File: src/rtl/gen_linear_part_seq.sv
// rtl/gen_linear_part_seq.sv - sequential XOR rebuild of CLA carries from the non-linear product vector
//
// Purpose:
//   Consumes the non-linear product-term vector of a decomposed carry-lookahead
//   adder. It rebuilds one carry per clock by XOR-reducing one term block, and
//   forms the sum bit for that position. The result is presented with a
//   valid/ready handshake.
//
// Parameters:
//   NBIT   adder width
//   NNL    width of the non-linear vector (derived, 2**(NBIT+2)-NBIT-4)
//
// Ports:
//   clk        in   clock
//   rst        in   synchronous active-high reset
//   in_valid   in   a, b, c, n valid
//   in_ready   out  block can accept an operand set (IDLE and not in reset)
//   a, b       in   adder operands, NBIT bits
//   c          in   carry in
//   n          in   non-linear product terms, NNL bits, generator order
//   out_valid  out  s and cout valid (DONE)
//   out_ready  in   downstream accepts the result
//   s          out  sum, NBIT bits
//   cout       out  carry out
//   err        out  self-check mismatch (only with GEN_LINEAR_PART_SELFCHECK_EN)
//
// Optional feature macro: GEN_LINEAR_PART_SELFCHECK_EN
//   When defined, a reference sum a+b+c is captured with the operands. err
//   flags a disagreement with {cout,s} while the result is valid.

module gen_linear_part_seq #(
    parameter  int NBIT = 7,
    localparam int NNL  = (1 << (NBIT + 2)) - NBIT - 4
) (
    input  logic            clk,
    input  logic            rst,
    input  logic            in_valid,
    output logic            in_ready,
    input  logic [NBIT-1:0] a,
    input  logic [NBIT-1:0] b,
    input  logic            c,
    input  logic [NNL-1:0]  n,
    output logic            out_valid,
    input  logic            out_ready,
    output logic [NBIT-1:0] s,
    output logic            cout
`ifdef GEN_LINEAR_PART_SELFCHECK_EN
    ,
    output logic            err
`endif
);

    // j counts up to NBIT after the last RUN cycle, so it needs room for NBIT.
    localparam int JW = $clog2(NBIT + 1);

    typedef enum logic [1:0] {
        ST_IDLE,
        ST_RUN,
        ST_DONE
    } state_t;

    state_t          state_q, state_d;
    logic [NBIT-1:0] a_q, a_d;
    logic [NBIT-1:0] b_q, b_d;
    logic [NNL-1:0]  n_q, n_d;
    logic [NBIT-1:0] s_q, s_d;
    logic            carry_q, carry_d;
    logic [JW-1:0]   j_q, j_d;

    // Parity of each term block of the captured vector. Offsets and lengths
    // are elaboration constants; at run time only the block select moves.
    logic [NBIT-1:0] blk_par;

    for (genvar g = 0; g < NBIT; g++) begin : g_blk
        localparam int OFF = (1 << (g + 2)) - 4 - g;
        localparam int LEN = (1 << (g + 2)) - 1;
        assign blk_par[g] = ^n_q[OFF +: LEN];
    end

`ifdef GEN_LINEAR_PART_SELFCHECK_EN
    logic [NBIT:0] ref_q, ref_d;
`endif

    always_comb begin
        state_d   = state_q;
        a_d       = a_q;
        b_d       = b_q;
        n_d       = n_q;
        s_d       = s_q;
        carry_d   = carry_q;
        j_d       = j_q;
        in_ready  = 1'b0;
        out_valid = 1'b0;
        s         = '0;
        cout      = 1'b0;
`ifdef GEN_LINEAR_PART_SELFCHECK_EN
        ref_d     = ref_q;
        err       = 1'b0;
`endif

        case (state_q)
            ST_IDLE: begin
                // The reset term keeps in_ready low during any reset cycle.
                in_ready = ~rst;
                if (in_valid) begin
                    a_d     = a;
                    b_d     = b;
                    n_d     = n;
                    carry_d = c;
                    s_d     = '0;
                    j_d     = '0;
`ifdef GEN_LINEAR_PART_SELFCHECK_EN
                    ref_d   = {1'b0, a} + {1'b0, b} + {{NBIT{1'b0}}, c};
`endif
                    state_d = ST_RUN;
                end
            end

            ST_RUN: begin
                // carry_q holds carry[j]; block j reduces to carry[j+1].
                s_d[j_q] = a_q[j_q] ^ b_q[j_q] ^ carry_q;
                carry_d  = blk_par[j_q];
                j_d      = j_q + 1'b1;
                if (j_q == JW'(NBIT - 1)) begin
                    state_d = ST_DONE;
                end
            end

            ST_DONE: begin
                out_valid = 1'b1;
                s         = s_q;
                cout      = carry_q;
`ifdef GEN_LINEAR_PART_SELFCHECK_EN
                err       = ({carry_q, s_q} != ref_q);
`endif
                // in_valid is not looked at here; a new operand waits for IDLE.
                if (out_ready) begin
                    state_d = ST_IDLE;
                end
            end

            default: begin
                state_d = ST_IDLE;
            end
        endcase
    end

    always_ff @(posedge clk) begin
        if (rst) begin
            state_q <= ST_IDLE;
            a_q     <= '0;
            b_q     <= '0;
            n_q     <= '0;
            s_q     <= '0;
            carry_q <= 1'b0;
            j_q     <= '0;
`ifdef GEN_LINEAR_PART_SELFCHECK_EN
            ref_q   <= '0;
`endif
        end else begin
            state_q <= state_d;
            a_q     <= a_d;
            b_q     <= b_d;
            n_q     <= n_d;
            s_q     <= s_d;
            carry_q <= carry_d;
            j_q     <= j_d;
`ifdef GEN_LINEAR_PART_SELFCHECK_EN
            ref_q   <= ref_d;
`endif
        end
    end

endmodule

File: config.mk
export PLATFORM = sky130hd
export DESIGN_NAME = gen_linear_part_seq
export DESIGN_NICKNAME = d
export VERILOG_FILES = /design/src/rtl/gen_linear_part_seq.sv
export SDC_FILE = /design/constraint.sdc
export NUM_CORES = 1
export LEC_CHECK = 0
export BUFFER_PORTS_ARGS = -buffer_cell sky130_fd_sc_hd__buf_2
export CORE_ASPECT_RATIO = 1.5
export CORE_MARGIN = 2
export CORE_UTILIZATION = 54
export CTS_CLUSTER_DIAMETER = 200
export DETAILED_ROUTE_END_ITERATION = 10
export GPL_ROUTABILITY_DRIVEN = 1
export PLACE_DENSITY = 0.89
export SYNTH_ARGS = -nofsm -noshare
export SYNTH_HDL_FRONTEND = slang
export SYNTH_SLANG_ARGS = --single-unit
File: constraint.sdc
create_clock -name clk -period 3 [get_ports clk]
set_input_delay 0 -clock clk [delete_from_list [all_inputs] [get_ports clk]]
set_output_delay 0 -clock clk [all_outputs]
set_load 0.02 [all_outputs]
==> results of run 1 <==
[Yosys cell counts, types with 3 or more instances]
cell,instances
a21oi_1,526
nand3_1,4
and2_1,9
xor2_1,62
o211ai_1,5
nor2b_1,4
nand4_1,4
mux2i_1,3
xnor2_1,407
o21ai_0,3
nand2_1,1043
dfxtp_1,528
xnor3_1,13
clkbuf_1,170
buf_1,11
nor2_1,11
nand2b_1,3
[layer usage]
layer | GRT usage | overflow
met5 | 0.1350 | 0
met4 | 0.5492 | 46
met3 | 0.4232 | 3
met2 | 0.7546 | 50
met1 | 0.5690 | 1
[timing repair]
action                                 in CTS
endpoints found under the hold margin     517
hold buffers                              598
setup endpoints to repair                   0
[through the flow]
stage / setup slack, ns / cells / util
2_1_floorplan: 0.3153 / 2825 / -
3_3_place_gp: 0.1532 / 3767 / 0.6173
3_5_place_dp: 0.08534 / 3767 / 0.6173
4_1_cts: 0.09029 / 4451 / 0.8000
[kinds of logic after synthesis]
kind of cell	Yosys count	synth area share
and+or+nand+nor	1080	0.1814
AOI/OAI and AO/OA	542	0.1214
DFF	528	0.4659
xor gates and xnor gates	485	0.1966
buffers and inverters	183	0.03028
muxes	5	0.003309
adders and majority gates	2	0.001103
==> results.ini, run 1 <==
[global_routing]
grt_pass1_wl_mm=187.4
gr-total-overflow=100
grt.total_usage=0.5758
grt_max_degree=131
grt_pass1_vias=30120

[logic_synthesis]
ys.flop_type=dfxtp_1
synth_cell_types=31
synthArstFlopShare=0
syn_area_per_cell_sq_um=8.031
seq_area_frac_synth=0.4659
yosysWarnings=0
synthesis.nets=3347
netlist.area_leader.share=0.4659
synth-seq-cells=528
ys_top_cells_by_area=dfxtp_1 47%, nand2_1 17%, xnor2_1 16%, a21oi_1 12%, clkbuf_1 2.8%
yosysTopAreaCell=dfxtp_1
synthCells=2825
synth_edf_count=0
syn_area_sq_um=22690

[clock_network]
clock_sinks=528
htree_levels=2
cts_root_buf=clkbuf_16
cts_setup_buffers=0
cts.repair.resized=0
cts_buffers=48
clk_path_buf_depth=3

[placed_design]
gp_congestion=0.8618
dp_hpwl_mm=42.88
placed_area_sq_um=25790
io_buffers=529

[die]
ioPinCount=530
dieWidth_um=171.4
die_h_um=255.0
start_util=0.5429
row_count=92

[outcome]
stop_stage=5_1_grt
stop_error=[ERROR GRT-0116] Global routing finished with congestion. Check the congestion regions in the DRC Viewer.
outcome=stopped before the end

==> inputs of run 2 (changes only) <==
CORE_ASPECT_RATIO = default   (was 1.5)
CORE_UTILIZATION = 39   (was 54)
CTS_CLUSTER_DIAMETER = default   (was 200)
PLACE_DENSITY = default   (was 0.89)
PLACE_DENSITY_LB_ADDON = 0.15   (was default)
==> run 2 against run 1 <==
Compared with the run above: the run now ends clean; synthesized cell count is the same; synthesized area stayed put.
==> results.ini, run 2 <==
[logic_synthesis]
synth.most_common_cell=nand2_1
synthCells=2825  ; unchanged
ys.flop_type=dfxtp_1
yosysWarnings=0  ; unchanged
synthesis.nets=3347  ; unchanged
syn_area_sq_um=22690  ; unchanged
ys_top_cells_by_count=1043 x nand2_1, 528 x dfxtp_1, 526 x a21oi_1
synth_cell_types=31  ; unchanged
synthArstFlopShare=0  ; unchanged
synth-seq-cells=528  ; unchanged
ys_top_cells_by_area=dfxtp_1 47%, nand2_1 17%, xnor2_1 16%, a21oi_1 12%, clkbuf_1 2.8%
syn_area_per_cell_sq_um=8.031  ; unchanged
netlist.area_leader.share=0.4659  ; unchanged
synth_edf_count=0  ; unchanged
seq_area_frac_synth=0.4659  ; unchanged
yosysTopAreaCell=dfxtp_1

[clock_network]
htree_levels=2  ; unchanged
cts_buffers=57  ; +19%
cts.clk_slew.worst_paths_ns=0.06
cts_tree=done
cts.repair.resized=0  ; unchanged
clock_sinks=528  ; unchanged
cts_root_buf=clkbuf_16
clk_latency_ns=0.60
clk_path_buf_depth=3  ; unchanged

[power]
clkPwrFrac=0.342
vdd_ir_drop_max_uv=451.4
power_leakage_nw=13.95
sw_frac_of_total=0.2796
p_seq_frac=0.375
comb_power_share=0.283
powerDensity_nw_per_um2=605.7
power_switching_mw=5.770
internal_power_mw=14.86

[die]
die-area_sq_um=60120
dieWidth_um=245.2  ; +43%
start_util=0.3940  ; -0.1490
ioPinCount=530  ; unchanged
row_count=88  ; -4.3%
die_h_um=245.2  ; -3.9%
core_sq_um=57590

[detailed_routing]
wl_mm=71.85
drc_errors=0
vias_per_cell=4.731
drtIter0Drc=1107
vias=22190
postRouteAntennaNets=0
first_pass_iters=5
wire_per_inst_um=15.32

[final_layout]
mostFrequentLayoutCells=1042 x nand2_1, 608 x dlygate4sd3_1, 528 x dfxtp_1, 528 x buf_2, 526 x a21oi_1
final_common_cell=nand2_1
num-nets-final=4393
syn2layout_area_growth_pct=50.15
drive_gt1_frac=0.1685
largest_reg_flops=501
top_register=n_q
fillers=4932

[timing]
hold_violations=0
fmax_mhz=354.5
period_needed_ns=2.821
fin_crit_sh=0.9403
holdWs_ns=0.04618
rsz0062_at_grt=false
slew_headroom=0.4043
worst_slew_pin_slew_ns=0.8935
setup_violations=0
tns_ns=0
clock_skew_ns=0.01622
slew_viol_final=0

[worst_setup_path]
critPathKind=reg2reg
cp.required_ns=3.45
crit_path_end_kind=register
arrival_ns=3.27
crit_fanout=2
crit_path_start_kind=register

[global_routing]
grt.total_usage=0.2318
grt_pass1_wl_mm=113.3
grt_pass1_vias=22760
gr-total-overflow=0
antenna_found_initial=12
grt_max_degree=122

[placed_design]
dp_hpwl_mm=45.77  ; +6.7%
io_buffers=529  ; unchanged
gp_congestion=0.8337  ; -3.3%

[worst_hold_path]
hp-class=in2reg

[outcome]
outcome=finished, final reports clean

[run]
cap_violations=0

run 2: cell counts after synthesis:
Identical to the previous run, type by type.
run 2: critical path, cell delays in order (launching register included):
cell	delay (ns)
dfxtp_1	0.33
xnor3_1	0.40
xnor3_1	0.23
xnor3_1	0.23
xnor3_1	0.22
xnor3_1	0.24
xnor3_1	0.26
xnor3_1	0.42
a221oi_2	0.26
a311oi_1	0.07
run 2: timing repair:
action,CTS,global route
endpoints found under the setup margin,0,1
setup buffers,0,0
hold buffers,608,0
endpoints found under the hold margin,528,0
run 2: layout make-up:
cell class	count	area (sq um)	share of cell area
clock buffer	87	1722	0.05054
multi-input combinational	2114	11440	0.3358
antenna	9	22.52	0.0006612
clock inverter	18	168.9	0.004959
sequential	528	10570	0.3103
timing repair buffer	1168	9176	0.2694
tap	765	957.2	0.02810
inverter	2	7.507	0.0002204
run 2: path summary, 6_finish.rpt:
check,from,depth (start not counted),to,slack (ns)
hold / removal,in_valid,4,n_q[305],0.05
hold reg to reg,a_q[1],2,a_q[1],0.45
setup / recovery,n_q[439],9,carry_q,0.18
setup reg to reg,n_q[439],9,carry_q,0.18
run 2: cell families (layout without fill, tap and decap cells):
group	count (synthesis)	after routing	share of synthesized area
adders and majority gates	2	2	0.001103
other	0	9	0
muxes	5	5	0.003309
xor gates and xnor gates	485	485	0.1966
buffers and inverters	183	1275	0.03028
and+or+nand+nor	1080	1080	0.1814
AOI/OAI and AO/OA	542	542	0.1214
DFF	528	528	0.4659
run 2: power by group through the flow:
stage                     Combinational [mW]  Clock [mW]  Sequential, mW
after detailed placement                5.32           0            7.89
after floorplan                         3.85           0            7.83
after global routing                    6.39        7.51            7.78
after CTS                               5.99        7.22            7.73
after global placement                  5.27           0            7.86
final                                   5.84        7.06            7.73
run 2: metrics by stage:
stage               area, sq um  utilization  power [mW]  setup WS (ns)  std cells
global placement          26070       0.4526       13.13        0.08551       3969
CTS                       34040       0.5911       20.95        0.01372       4682
floorplan                 22690            -       11.67         0.3153       2825
global route              34060       0.5915       21.68        0.05909       4689
detailed placement        26070       0.4526       13.21        0.03383       3969
finish                    34060       0.5915       20.63         0.1791       4691
run 2: metal layers:
layer	vias up	global-route usage	wire (um)	part of all wire
li1	11080	-	-	-
met2	666	0.4016	35120	0.49
met3	233	0.04472	4002	0.056
met5	-	0	68	0.00095
met1	10210	0.2756	29430	0.41
met4	10	0.1087	3234	0.045
No activity file was read; power rests on OpenSTA's default activity.
==> inputs of run 3 (changes only) <==
BUFFER_PORTS_ARGS = default   (was -buffer_cell sky130_fd_sc_hd__buf_2)
DONT_BUFFER_PORTS = 1   (was default)
==> run 3 against run 2 <==
Compared with the run above: the run now fails in 4_1_cts; synthesized area unchanged; synthesized cell count did not move.
==> results.ini, run 3 <==
[die]
die_h_um=245.2  ; unchanged
ioPinCount=530  ; unchanged
row_count=88  ; unchanged
start_util=0.3940  ; unchanged
dieWidth_um=245.2  ; unchanged

[logic_synthesis]
syn_area_sq_um=22690  ; unchanged
yosysTopAreaCell=dfxtp_1
synthCells=2825  ; unchanged
synthArstFlopShare=0  ; unchanged
netlist.area_leader.share=0.4659  ; unchanged
synth.most_common_cell=nand2_1
ys.flop_type=dfxtp_1
synth_cell_types=31  ; unchanged
synthesis.nets=3347  ; unchanged
ys_top_cells_by_area=dfxtp_1 47%, nand2_1 17%, xnor2_1 16%, a21oi_1 12%, clkbuf_1 2.8%
seq_area_frac_synth=0.4659  ; unchanged
yosysWarnings=0  ; unchanged
synth_edf_count=0  ; unchanged
synth-seq-cells=528  ; unchanged
ys_top_cells_by_count=1043 x nand2_1, 528 x dfxtp_1, 526 x a21oi_1
syn_area_per_cell_sq_um=8.031  ; unchanged

[clock_network]
holdBufCountCts=708  ; +16%
cts_setup_buffers=0  ; unchanged
cts_root_buf=clkbuf_16
clk_path_buf_depth=3  ; unchanged
htree_levels=2  ; unchanged
cts.repair.resized=0  ; unchanged
cts_buffers=58  ; +1.8%
clock_sinks=528  ; unchanged

[outcome]
stop_stage=4_1_cts
outcome=stopped before the end
stop_error=[ERROR RSZ-0060] Max buffer count reached.

[placed_design]
gp_congestion=0.8018  ; -3.8%
post-place-ws_ns=0.001252  ; -0.03258 ns
io_buffers=0  ; -100%
dp_hpwl_mm=42.51  ; -7.1%
dp_cells=3434  ; -13%

[run 3: logic make-up after synthesis]
logic type                 share of synthesized area
AOI/OAI and AO/OA                             0.1214
xor gates and xnor gates                      0.1966
adders and majority gates                   0.001103
buffers and inverters                        0.03028
DFF                                           0.4659
muxes                                       0.003309
and+or+nand+nor                               0.1814
[run 3: per-stage QoR]
stage / instance area (sq um) / hold slack, ns
floorplan: 22690 / 0.1360
global placement: 23300 / 0.1123
detailed placement: 23300 / 0.1079
